$ cat src/rtl/enigma_pkg.sv
`default_nettype none
// =====================================================================
// Module : enigma_pkg
// Brief  : shared types and notch->step mapping for the Enigma sequencer.
//          Build option: ENIGMA_DOUBLE_STEP_EN selects double-step stepping.
// Rev    : 1.0  initial release
// =====================================================================
package enigma_pkg;

   typedef logic [4:0] letter_t;

   localparam int ALPHA_LEN = 26;

   typedef enum logic [2:0] {
      IDLE   = 3'd0,
      LOAD   = 3'd1,
      STEP   = 3'd2,
      SETTLE = 3'd3,
      OUT    = 3'd4
   } ctrl_state_e;

   // Bit 0 is the fast rotor; notch flags reflect positions before this step.
   function automatic logic [2:0] step_vec(input logic [2:0] notch);
`ifdef ENIGMA_DOUBLE_STEP_EN
      step_vec = {notch[1], notch[0] | notch[1], 1'b1};
`else
      step_vec = {notch[0] & notch[1], notch[0], 1'b1};
`endif
   endfunction

endpackage
`default_nettype wire

$ cat src/rtl/enigma_step_logic.sv
`default_nettype none
// =====================================================================
// Module : enigma_step_logic
// Brief  : combinational notch->step pulse mapping, gated by enable.
//          Build option: ENIGMA_DOUBLE_STEP_EN (via enigma_pkg::step_vec).
// Rev    : 1.0  initial release
// =====================================================================
module enigma_step_logic
   import enigma_pkg::*;
#(
   parameter int NUM_ROTORS = 3
)(
   input  logic                  i_enable,
   input  logic [NUM_ROTORS-1:0] i_notch,
   output logic [NUM_ROTORS-1:0] o_step
);

   always_comb begin
      o_step = '0;
      if (i_enable) begin
         o_step = step_vec(i_notch);
      end
   end

endmodule
`default_nettype wire

$ cat src/rtl/enigma_step_ctrl.sv
`default_nettype none
// =====================================================================
// Module : enigma_step_ctrl
// Brief  : letter/key sequencer for the 3-rotor Enigma datapath.
//          Build option: ENIGMA_DOUBLE_STEP_EN (historical double-step).
// Rev    : 1.0  initial release
// =====================================================================
module enigma_step_ctrl
   import enigma_pkg::*;
#(
   parameter int NUM_ROTORS    = 3,
   parameter int SETTLE_CYCLES = 1
)(
   input  logic                  clk,
   input  logic                  reset_n,
   input  logic                  in_valid,
   output logic                  in_ready,
   input  logic [4:0]            in_char,
   output logic                  out_valid,
   input  logic                  out_ready,
   output logic [4:0]            out_char,
   output logic                  in_err,
   input  logic                  cfg_load,
   output logic                  cfg_busy,
   output logic                  load_key_o,
   output logic [NUM_ROTORS-1:0] step_o,
   input  logic [NUM_ROTORS-1:0] notch_i,
   output logic [4:0]            dp_char_o,
   input  logic [4:0]            dp_char_i
);

   localparam logic [3:0] c_settle_init = 4'(SETTLE_CYCLES - 1);
   localparam letter_t    c_last_letter = letter_t'(ALPHA_LEN - 1);

   ctrl_state_e r_state;
   ctrl_state_e w_state_nxt;
   letter_t     r_dp_char;
   letter_t     w_dp_char_nxt;
   letter_t     r_out_char;
   letter_t     w_out_char_nxt;
   logic        r_out_valid;
   logic        w_out_valid_nxt;
   logic        r_in_err;
   logic        w_in_err_nxt;
   logic [3:0]  r_settle_cnt;
   logic [3:0]  w_settle_cnt_nxt;
   logic        w_in_ready;
   logic        w_load_key;
   logic        w_step_en;

   always_ff @(posedge clk) begin
      if (!reset_n) begin
         r_state      <= IDLE;
         r_dp_char    <= '0;
         r_out_char   <= '0;
         r_out_valid  <= 1'b0;
         r_in_err     <= 1'b0;
         r_settle_cnt <= '0;
      end else begin
         r_state      <= w_state_nxt;
         r_dp_char    <= w_dp_char_nxt;
         r_out_char   <= w_out_char_nxt;
         r_out_valid  <= w_out_valid_nxt;
         r_in_err     <= w_in_err_nxt;
         r_settle_cnt <= w_settle_cnt_nxt;
      end
   end

   always_comb begin
      w_state_nxt      = r_state;
      w_dp_char_nxt    = r_dp_char;
      w_out_char_nxt   = r_out_char;
      w_out_valid_nxt  = r_out_valid;
      w_in_err_nxt     = 1'b0;
      w_settle_cnt_nxt = r_settle_cnt;
      w_in_ready       = 1'b0;
      w_load_key       = 1'b0;
      w_step_en        = 1'b0;

      case (r_state)
         IDLE: begin
            w_in_ready = ~cfg_load;
            // Key load wins; a simultaneous letter stays pending upstream.
            if (cfg_load) begin
               w_state_nxt = LOAD;
            end else if (in_valid) begin
               if (in_char > c_last_letter) begin
                  w_in_err_nxt = 1'b1;
               end else begin
                  w_dp_char_nxt = in_char;
                  w_state_nxt   = STEP;
               end
            end
         end
         LOAD: begin
            w_load_key  = 1'b1;
            w_state_nxt = IDLE;
         end
         STEP: begin
            w_step_en        = 1'b1;
            w_settle_cnt_nxt = c_settle_init;
            w_state_nxt      = SETTLE;
         end
         SETTLE: begin
            if (r_settle_cnt == 4'd0) begin
               w_out_char_nxt  = dp_char_i;
               w_out_valid_nxt = 1'b1;
               w_state_nxt     = OUT;
            end else begin
               w_settle_cnt_nxt = r_settle_cnt - 4'd1;
            end
         end
         OUT: begin
            if (out_ready) begin
               w_out_valid_nxt = 1'b0;
               w_state_nxt     = IDLE;
            end
         end
         default: begin
            w_state_nxt = IDLE;
         end
      endcase
   end

   enigma_step_logic #(
      .NUM_ROTORS (NUM_ROTORS)
   ) u_step_logic (
      .i_enable (w_step_en),
      .i_notch  (notch_i),
      .o_step   (step_o)
   );

   assign in_ready   = w_in_ready;
   assign out_valid  = r_out_valid;
   assign out_char   = r_out_char;
   assign in_err     = r_in_err;
   assign cfg_busy   = (r_state != IDLE);
   assign load_key_o = w_load_key;
   assign dp_char_o  = r_dp_char;

endmodule
`default_nettype wire

$ cat config.mk
export PLATFORM = sky130hd
export DESIGN_NAME = enigma_step_ctrl
export DESIGN_NICKNAME = d
export VERILOG_FILES = /design/src/rtl/enigma_pkg.sv /design/src/rtl/enigma_step_logic.sv /design/src/rtl/enigma_step_ctrl.sv
export SDC_FILE = /design/constraint.sdc
export NUM_CORES = 1
export LEC_CHECK = 0
export CORE_MARGIN = 5
export CORE_UTILIZATION = 40
export CTS_BUF_LIST = sky130_fd_sc_hd__clkbuf_2
export DETAILED_ROUTE_END_ITERATION = 10
export PLACE_DENSITY_LB_ADDON = 0.08
export SYNTH_ARGS = -nofsm -noshare
export SYNTH_HDL_FRONTEND = slang
export SYNTH_SLANG_ARGS = --single-unit
$ cat constraint.sdc
create_clock -name clk -period 2.6 [get_ports clk]
set_clock_uncertainty 0.1 [all_clocks]
set_input_delay 0.52 -clock clk [delete_from_list [all_inputs] [get_ports clk]]
set_output_delay 0.52 -clock clk [all_outputs]
set_load 0.02 [all_outputs]
==> flow_summary.toml, run 1 <==
[status]
status = "completed"

[route]
drt_iter0_drc = 9
via_count = 893
ant_nets = 0
drc_errors = 0
drt_wl_total_um = 2185
via_per_inst = 5.347
dr.pass1.iters = 4
routedWlPerCell_um = 13.08

[floorplan]
ios = 36
dieArea_mm2 = 0.003335
fp.dieH_um = 57.75
core_mm2 = 0.002191
start_util = 0.4163
std_cell_rows = 17
die_x_um = 57.75

[final_layout]
final_layout_size_suffix_gt1_frac = 0.1007
fillers = 202
diodes = 0
area_growth_pct = 41.84
nets = 159

[hold_path]
hold_start = "dp_char_o[0]"
hold_class = "flip-flop to flip-flop"

[yosys]
yosysMostFrequentCell = "dfxtp_1"
synth_top_cell_by_area = "dfxtp_1"
synth_edf_count = 0
async_flop_share = 0
synth_ff_type = "dfxtp_1"
synthTopCellsByCount = "19 x dfxtp_1, 9 x a21oi_1, 9 x inv_1"
syn_area_um2 = 912.1
yosysWarnings = 0
postSynthAreaPerCell_um2 = 8.605
synth_nets = 125
ys_types = 31
yosys-top-cells-area = "dfxtp_1 42%, a21oi_1 4.9%, o21ai_0 4.4%, inv_1 3.7%, mux2i_1 3.3%"
ys_ff_latch = 19
synth-seq-area-share = 0.4170
synth_cells = 106
netlist.area_leader.share = 0.4170

[cts]
cts_setup_buffers = 0
cts_tree = "yes"
clkLatencyLatePin_ns = 0.31
cts.sinks = 19
htree_levels = 1
cts_buffer_depth = 2
cts_hold_buf = 0
cts_buffers = 3
root_buffer = "clkbuf_2"
clkTransAtPathRegs_ns = 0.19

[power_and_ir_drop]
max-vdd-ir-drop_v = 0.0002279
total_power_mw = 0.5482
power_density_mw_per_mm2 = 423.7
power.leakage_nw = 0.5128

[critical_path]
cpPeakStageDelay_ns = 0.57
crit_path_max_fanout = 9
crit_path_end_kind = "output pin"
cp_data_arrival_time_ns = 1.85
crit_type = "flip-flop to output pin"
slowest_stage = "clkdlybuf4s50_1"
r2r_slack_ns = 0.74
critPathCapture = "cfg_busy"
crit_path_start_kind = "flip-flop"
worstPathRequired_ns = 1.98
worstPathCellList = "buf_4 -> or3_1 -> clkdlybuf4s50_1"
timing.rr.start = "r_state[2]"
critPathLaunch = "r_state[2]"
r2r-end = "r_settle_cnt[3]"
ff2ff_path_depth = 4

[sta]
setup_viol = 0
slew_headroom = 0.7024
finalHoldViolCount = 0
rsz0062_at_grt = "no"
worstMarginPinSlew_ns = 0.4459
fin_crit_sh = 0.9489
period_needed_ns = 2.467
fin_tns_setup_ns = 0
max_freq_ghz = 0.4053
slew_viol_final = 0
fin_hold_ws_ns = 0.3752
fin_ws_ns = 0.1329

[global_route]
grt_pass1_vias = 885
grt_max_degree = 15
track_usage = 0.1434
antenna_found_initial = 0
grt_overflow = 0
grt_pass1_wl_um = 3801

[placement]
dp_hpwl_um = 1617
io_buffers = 34
post-place-ws_ns = 0.2539
routabilityCongestion = 0.6860

[flow_run]
cap_violations = 0
sequential cells by signal, summed over array words and instances (netlist names):
register	count
r_state	3
dp_char_o	5
r_settle_cnt	4
in_err	1
out_valid	1
out_char	5
critical path, delay by kind of cell (launching register included):
kind | cells | cell delay, ns
buffers and inverters | 2 | 0.72
flip-flops | 1 | 0.35
AND/OR/NAND/NOR | 1 | 0.46
per-stage QoR:
stage	utilization	instance area [um2]	cells
5_1_grt	0.5905	1294	167
3_5_place_dp	0.5820	1275	163
4_1_cts	0.5894	1291	167
3_3_place_gp	0.5820	1275	163
2_1_floorplan	-	912.1	106
6_report	0.5905	1294	167
layer usage:
layer,GRT usage,routed length [um],part of all wire,vias up
met2,0.2532,1072,0.49,20
met4,0.06954,41,0.019,0
met5,0,0,0,-
met1,0.1550,957,0.44,423
met3,0.04232,114,0.052,5
li1,-,-,-,445
kinds of logic after synthesis:
| logic type | count (synthesis) | synth area share |
|---|---|---|
| and+or+nand+nor | 35 | 0.2414 |
| AOI/OAI and AO/OA | 29 | 0.2030 |
| buffers and inverters | 19 | 0.09191 |
| DFF | 19 | 0.4170 |
| muxes | 3 | 0.03292 |
| adders and majority gates | 1 | 0.01372 |
how the worst min path moves through the flow:
stage                            endpoint  slack [ns]  cells past startpoint
final                        dp_char_o[0]        0.38                      2
after global routing         dp_char_o[1]        0.41                      2
after CTS                    dp_char_o[1]        0.38                      2
after detailed placement     dp_char_o[1]        0.35                      2
after global placement       dp_char_o[0]        0.34                      2
after floorplan           r_settle_cnt[3]        0.37                      2
what timing repair did:
| item | 4_1_cts | 5_1_grt |
|---|---|---|
| setup endpoints to repair | 3 | 1 |
| gates resized for setup | 3 | 1 |
| cloned | 0 | 0 |
placed cells by master (no fill, tap or decap):
cell type        count
clkdlybuf4s50_1     30
dfxtp_1             19
inv_1                9
a21oi_1              9
o21ai_0              8
nand2_1              7
nand3_1              6
buf_4                5
or3_1                4
nor3_1               4
o211ai_1             4
or3b_2               3
mux2i_1              3
clkbuf_2             3
dlygate4sd2_1        3
nor2_1               2
o221a_1              2
or4_1                2
a211oi_1             2
and3_1               1
and2_1               1
nor4b_4              1
nand3b_1             1
nor3b_1              1
and3b_1              1
a22oi_1              1
or4b_2               1
a41oi_1              1
a21o_1               1
a221oi_1             1
ha_1                 1
clkinv_2             1
dlymetal6s2s_1       1
final cells by class:
cell class,instances,area [um2],share of cell area
Timing Repair Buffer,39,376.6,0.2911
Tap cell,28,35.03,0.02708
Clock buffer,3,15.01,0.01161
Sequential cell,19,380.4,0.2940
Multi-Input combinational cell,68,447.9,0.3462
Clock inverter,1,5.005,0.003868
Inverter,9,33.78,0.02611
power breakdown:
part	internal [mW]	switching, mW	leakage, nW
clock network	0.0349	0.0962	0.0164
registers	0.300	0.00405	0.154
logic	0.0591	0.0538	0.342
total	0.394	0.154	0.513
Note: power is estimated with default switching activity, not from simulation.
==> run 2: changes to the inputs <==
Settings changed: CORE_UTILIZATION 40 to 30.
==> run 2 against run 1 <==
Against the previous run: fmax increased by 0.14%; final cell count increased by 3.0%; hold slack improved by 0.00057 ns; largest power group unchanged; highest routed layer unchanged.
==> flow_summary.toml, run 2 (synthesized netlist as in run 1, its figures left out) <==
[power_and_ir_drop]
total_power_mw = 0.5533
max-vdd-ir-drop_v = 0.0002339
power_density_mw_per_mm2 = 425.6
power.leakage_nw = 0.5130

[route]
routedWlPerCell_um = 13.54
drt_wl_total_um = 2329
drc_errors = 0
via_count = 865
drt_iter0_drc = 23
via_per_inst = 5.029
ant_nets = 0
dr.pass1.iters = 4

[critical_path]
crit_path_end_kind = "output pin"
crit_path_max_fanout = 9
crit_type = "flip-flop to output pin"
crit_path_start_kind = "flip-flop"
worstPathRequired_ns = 1.98
cp_data_arrival_time_ns = 1.84

[placement]
dp_hpwl_um = 1742
placed_area_mm2 = 0.001281
routabilityCongestion = 0.7452
place_inst = 168
io_buffers = 34

[floorplan]
ios = 36
die_x_um = 65.14
fp.dieH_um = 65.14
core_mm2 = 0.002978
dieArea_mm2 = 0.004243
std_cell_rows = 20
start_util = 0.3063

[global_route]
grt_max_degree = 15
grt_overflow = 0
grt_pass1_vias = 812
antenna_found_initial = 0
grt_pass1_wl_um = 3788
track_usage = 0.1155

[sta]
finalHoldViolCount = 0
slew_viol_final = 0
rsz0062_at_grt = "no"
worstMarginPinSlew_ns = 0.4756
setup_viol = 0
slew_headroom = 0.6826
fin_tns_setup_ns = 0
period_needed_ns = 2.464
fin_crit_sh = 0.9476
max_freq_ghz = 0.4059

[final_layout]
fillers = 297
final_cells = 172
layout_commonest_cell = "clkdlybuf4s50_1"
final_layout_size_suffix_gt1_frac = 0.1007
diodes = 0
seqCellArea_um2 = 380.4
final_cell_mix = "30 x clkdlybuf4s50_1, 19 x dfxtp_1, 9 x inv_1, 9 x a21oi_1, 8 x o21ai_0"
area_growth_pct = 42.52
multi_input_area_um2 = 447.9
final_util = 0.4366
stdcell_area_mm2 = 0.001300
nets = 159

[status]
status = "completed"

[cts]
clkTransAtPathRegs_ns = 0.17
htree_levels = 1
root_buffer = "clkbuf_2"
cts.sinks = 19
cts_tree = "yes"
cts_buffers = 3
clkLatencyLatePin_ns = 0.32
cts_setup_buffers = 0
cts_buffer_depth = 2

[flow_run]
cap_violations = 0

[hold_path]
hold_class = "flip-flop to flip-flop"
==> run 2: cell types whose count changed in the layout (fill, tap and decap cells not counted) <==
cell	before	now
clkbuf_2	3	4
clkinv_2	1	0
==> run 2: stage by stage <==
step / hold slack [ns] / setup slack (ns)
3_5_place_dp: 0.3570 / 0.2437
3_3_place_gp: 0.3447 / 0.2594
2_1_floorplan: 0.3736 / 0.5744
6_report: 0.3758 / 0.1363
5_1_grt: 0.3976 / 0.04823
4_1_cts: 0.3783 / 0.02392
==> run 2: where the power goes <==
part           internal, mW  leakage (nW)  switching (mW)
logic                0.0591         0.342          0.0555
clock network        0.0407        0.0166          0.0937
registers             0.300         0.154         0.00412
==> run 2: area by class of cell <==
cell class,count,area share
clock buffer,4,0.01540
inverter,9,0.02599
multi-input combinational,68,0.3446
sequential,19,0.2926
tap,33,0.03176
timing repair buffer,39,0.2897
==> run 2: critical path, cell delays in order (launching register included) <==
cell and delay [ns]:
dfxtp_1 0.34, buf_4 0.15, or3_1 0.46, clkdlybuf4s50_1 0.58
==> run 2: timing repair <==
item / 4_1_cts / 5_1_grt
pin swaps: 0 / 0
gates resized for setup: 3 / 1
setup endpoints to repair: 3 / 1
hold buffers: 0 / 0
==> run 2: final timing paths <==
path	from	endpoint	slack [ns]	cells after the start
max reg2reg	r_settle_cnt[0]	r_settle_cnt[3]	0.74	6
min	dp_char_o[2]	dp_char_o[2]	0.38	2
max	r_state[2]	cfg_busy	0.14	3
min reg2reg	dp_char_o[2]	dp_char_o[2]	0.38	2
==> run 2: per-layer routing <==
metal | GRT usage | vias up | wire (um)
li1 | - | 444 | -
met2 | 0.1928 | 19 | 1153
met1 | 0.1397 | 398 | 1033
met4 | 0.03886 | 0 | 31
met3 | 0.03761 | 4 | 109
met5 | 0 | - | 0
==> run 3: changes to the inputs <==
Settings changed: CORE_UTILIZATION 30 to 25.
==> run 3 against run 2 <==
Against the previous run: core utilization down 7.1 points; sequential power about the same; fmax up 0.54%; total power down 1.4%; sequential share of layout area down 0.42 points; count of clock-buffer cells in the layout unchanged; final cell count up 8.7%; via count down 0.69%; critical endpoint unchanged; highest routed layer unchanged.
==> flow_summary.toml, run 3 (synthesized netlist as in run 1, its figures left out) <==
[status]
status = "completed"

[sta]
slew_viol_final = 0
slew_headroom = 0.6847
period_needed_ns = 2.450
setup_viol = 0
fin_crit_sh = 0.9425
max_freq_ghz = 0.4081
fin_ws_ns = 0.1495
fin_tns_setup_ns = 0
worstMarginPinSlew_ns = 0.4724
finalHoldViolCount = 0
rsz0062_at_grt = "no"

[global_route]
grt_pass1_wl_um = 4084
track_usage = 0.1019
grt_pass1_vias = 918
antenna_found_initial = 0
grt_overflow = 0
grt_max_degree = 15

[critical_path]
timing.rr.start = "r_settle_cnt[0]"
crit_path_start_kind = "flip-flop"
critPathLaunch = "r_state[2]"
crit_type = "flip-flop to output pin"
slowest_stage = "clkdlybuf4s50_1"
cp_data_arrival_time_ns = 1.83
crit_path_max_fanout = 9
crit_path_end_kind = "output pin"
worstPathCellList = "buf_4 -> or3_1 -> clkdlybuf4s50_1"
crit_buf_inv = 2
worstPathRequired_ns = 1.98
cpLargestDelayFamily = "buffers and inverters"
cpPeakStageDelay_ns = 0.58

[floorplan]
core_mm2 = 0.003606
dieArea_mm2 = 0.004956
fp.dieH_um = 70.40
ios = 36
die_x_um = 70.40
std_cell_rows = 22
start_util = 0.2529

[cts]
cts.sinks = 19
clkTransAtPathRegs_ns = 0.17
root_buffer = "clkbuf_2"
cts_buffers = 3
cts_tree = "yes"
clkLatencyLatePin_ns = 0.29
cts_buffer_depth = 2
cts_hold_buf = 0
htree_levels = 1

[power_and_ir_drop]
power.leakage_nw = 0.5130
max-vdd-ir-drop_v = 0.0001551
power_density_mw_per_mm2 = 413.6

[placement]
io_buffers = 34
dp_hpwl_um = 1753
post-place-ws_ns = 0.2368
routabilityCongestion = 0.6762

[final_layout]
final_cell_mix = "30 x clkdlybuf4s50_1, 19 x dfxtp_1, 9 x inv_1, 9 x a21oi_1, 8 x o21ai_0"
final_layout_size_suffix_gt1_frac = 0.1007
nets = 159
fillers = 380
final_util = 0.3657
area_growth_pct = 44.58
diodes = 0
layout_commonest_cell = "clkdlybuf4s50_1"

[route]
via_count = 859
via_per_inst = 4.594
ant_nets = 0
drt_wl_total_um = 2344
routedWlPerCell_um = 12.53
drc_errors = 0
drt_iter0_drc = 79
dr.pass1.iters = 4

[hold_path]
hold_class = "flip-flop to flip-flop"
hold_start = "dp_char_o[0]"

[flow_run]
cap_violations = 0
## run 3: cell counts in the layout (fill, tap and decap cells not counted)
Identical to the previous run, type by type.
## run 3: final timing paths
path / to / slack [ns] / cells past startpoint
max: cfg_busy / 0.15 / 3
min: dp_char_o[0] / 0.37 / 2
max reg2reg: r_settle_cnt[3] / 0.72 / 6
min reg2reg: dp_char_o[0] / 0.37 / 2
## run 3: power breakdown
group	leakage (nW)	internal [mW]	switching, mW
registers	0.154	0.300	0.00415
logic	0.342	0.0591	0.0553
clock network	0.0166	0.0408	0.0859
total	0.513	0.400	0.145
## run 3: area by class of cell
cell class / count / area, um2 / share of cell area
Clock buffer: 4 / 20.02 / 0.01518
Inverter: 9 / 33.78 / 0.02562
Multi-Input combinational cell: 68 / 447.9 / 0.3397
Sequential cell: 19 / 380.4 / 0.2884
Tap cell: 48 / 60.06 / 0.04554
Timing Repair Buffer: 39 / 376.6 / 0.2856
## run 3: worst reg2reg max path: cells and delay by family (launching register included)
kind / cells / cell delay (ns)
simple gates: 2 / 0.65
buf+inv: 2 / 0.24
compound gates: 1 / 0.23
flops: 1 / 0.38
fa+ha+maj: 1 / 0.22
## run 3: per-stage QoR
stage | hold slack (ns) | cells | total power [mW] | area [um2]
after detailed placement | 0.3509 | 183 | 0.4279 | 1300
after CTS | 0.3734 | 187 | 0.5571 | 1316
after global placement | 0.3429 | 183 | 0.4272 | 1300
after floorplan | 0.3736 | 106 | 0.3667 | 912.1
final | 0.3666 | 187 | 0.5454 | 1319
after global routing | 0.3944 | 187 | 0.5792 | 1319
## run 3: layer usage
metal / part of all wire / track usage
met1: 0.46 / 0.1261
met2: 0.48 / 0.1653
met3: 0.045 / 0.03022
met4: 0.0077 / 0.03830
met5: 0 / 0
## run 3: timing repair
| item | CTS | global route |
|---|---|---|
| setup endpoints to repair | 3 | 1 |
| setup buffers | 0 | 0 |
| gates resized for setup | 3 | 1 |
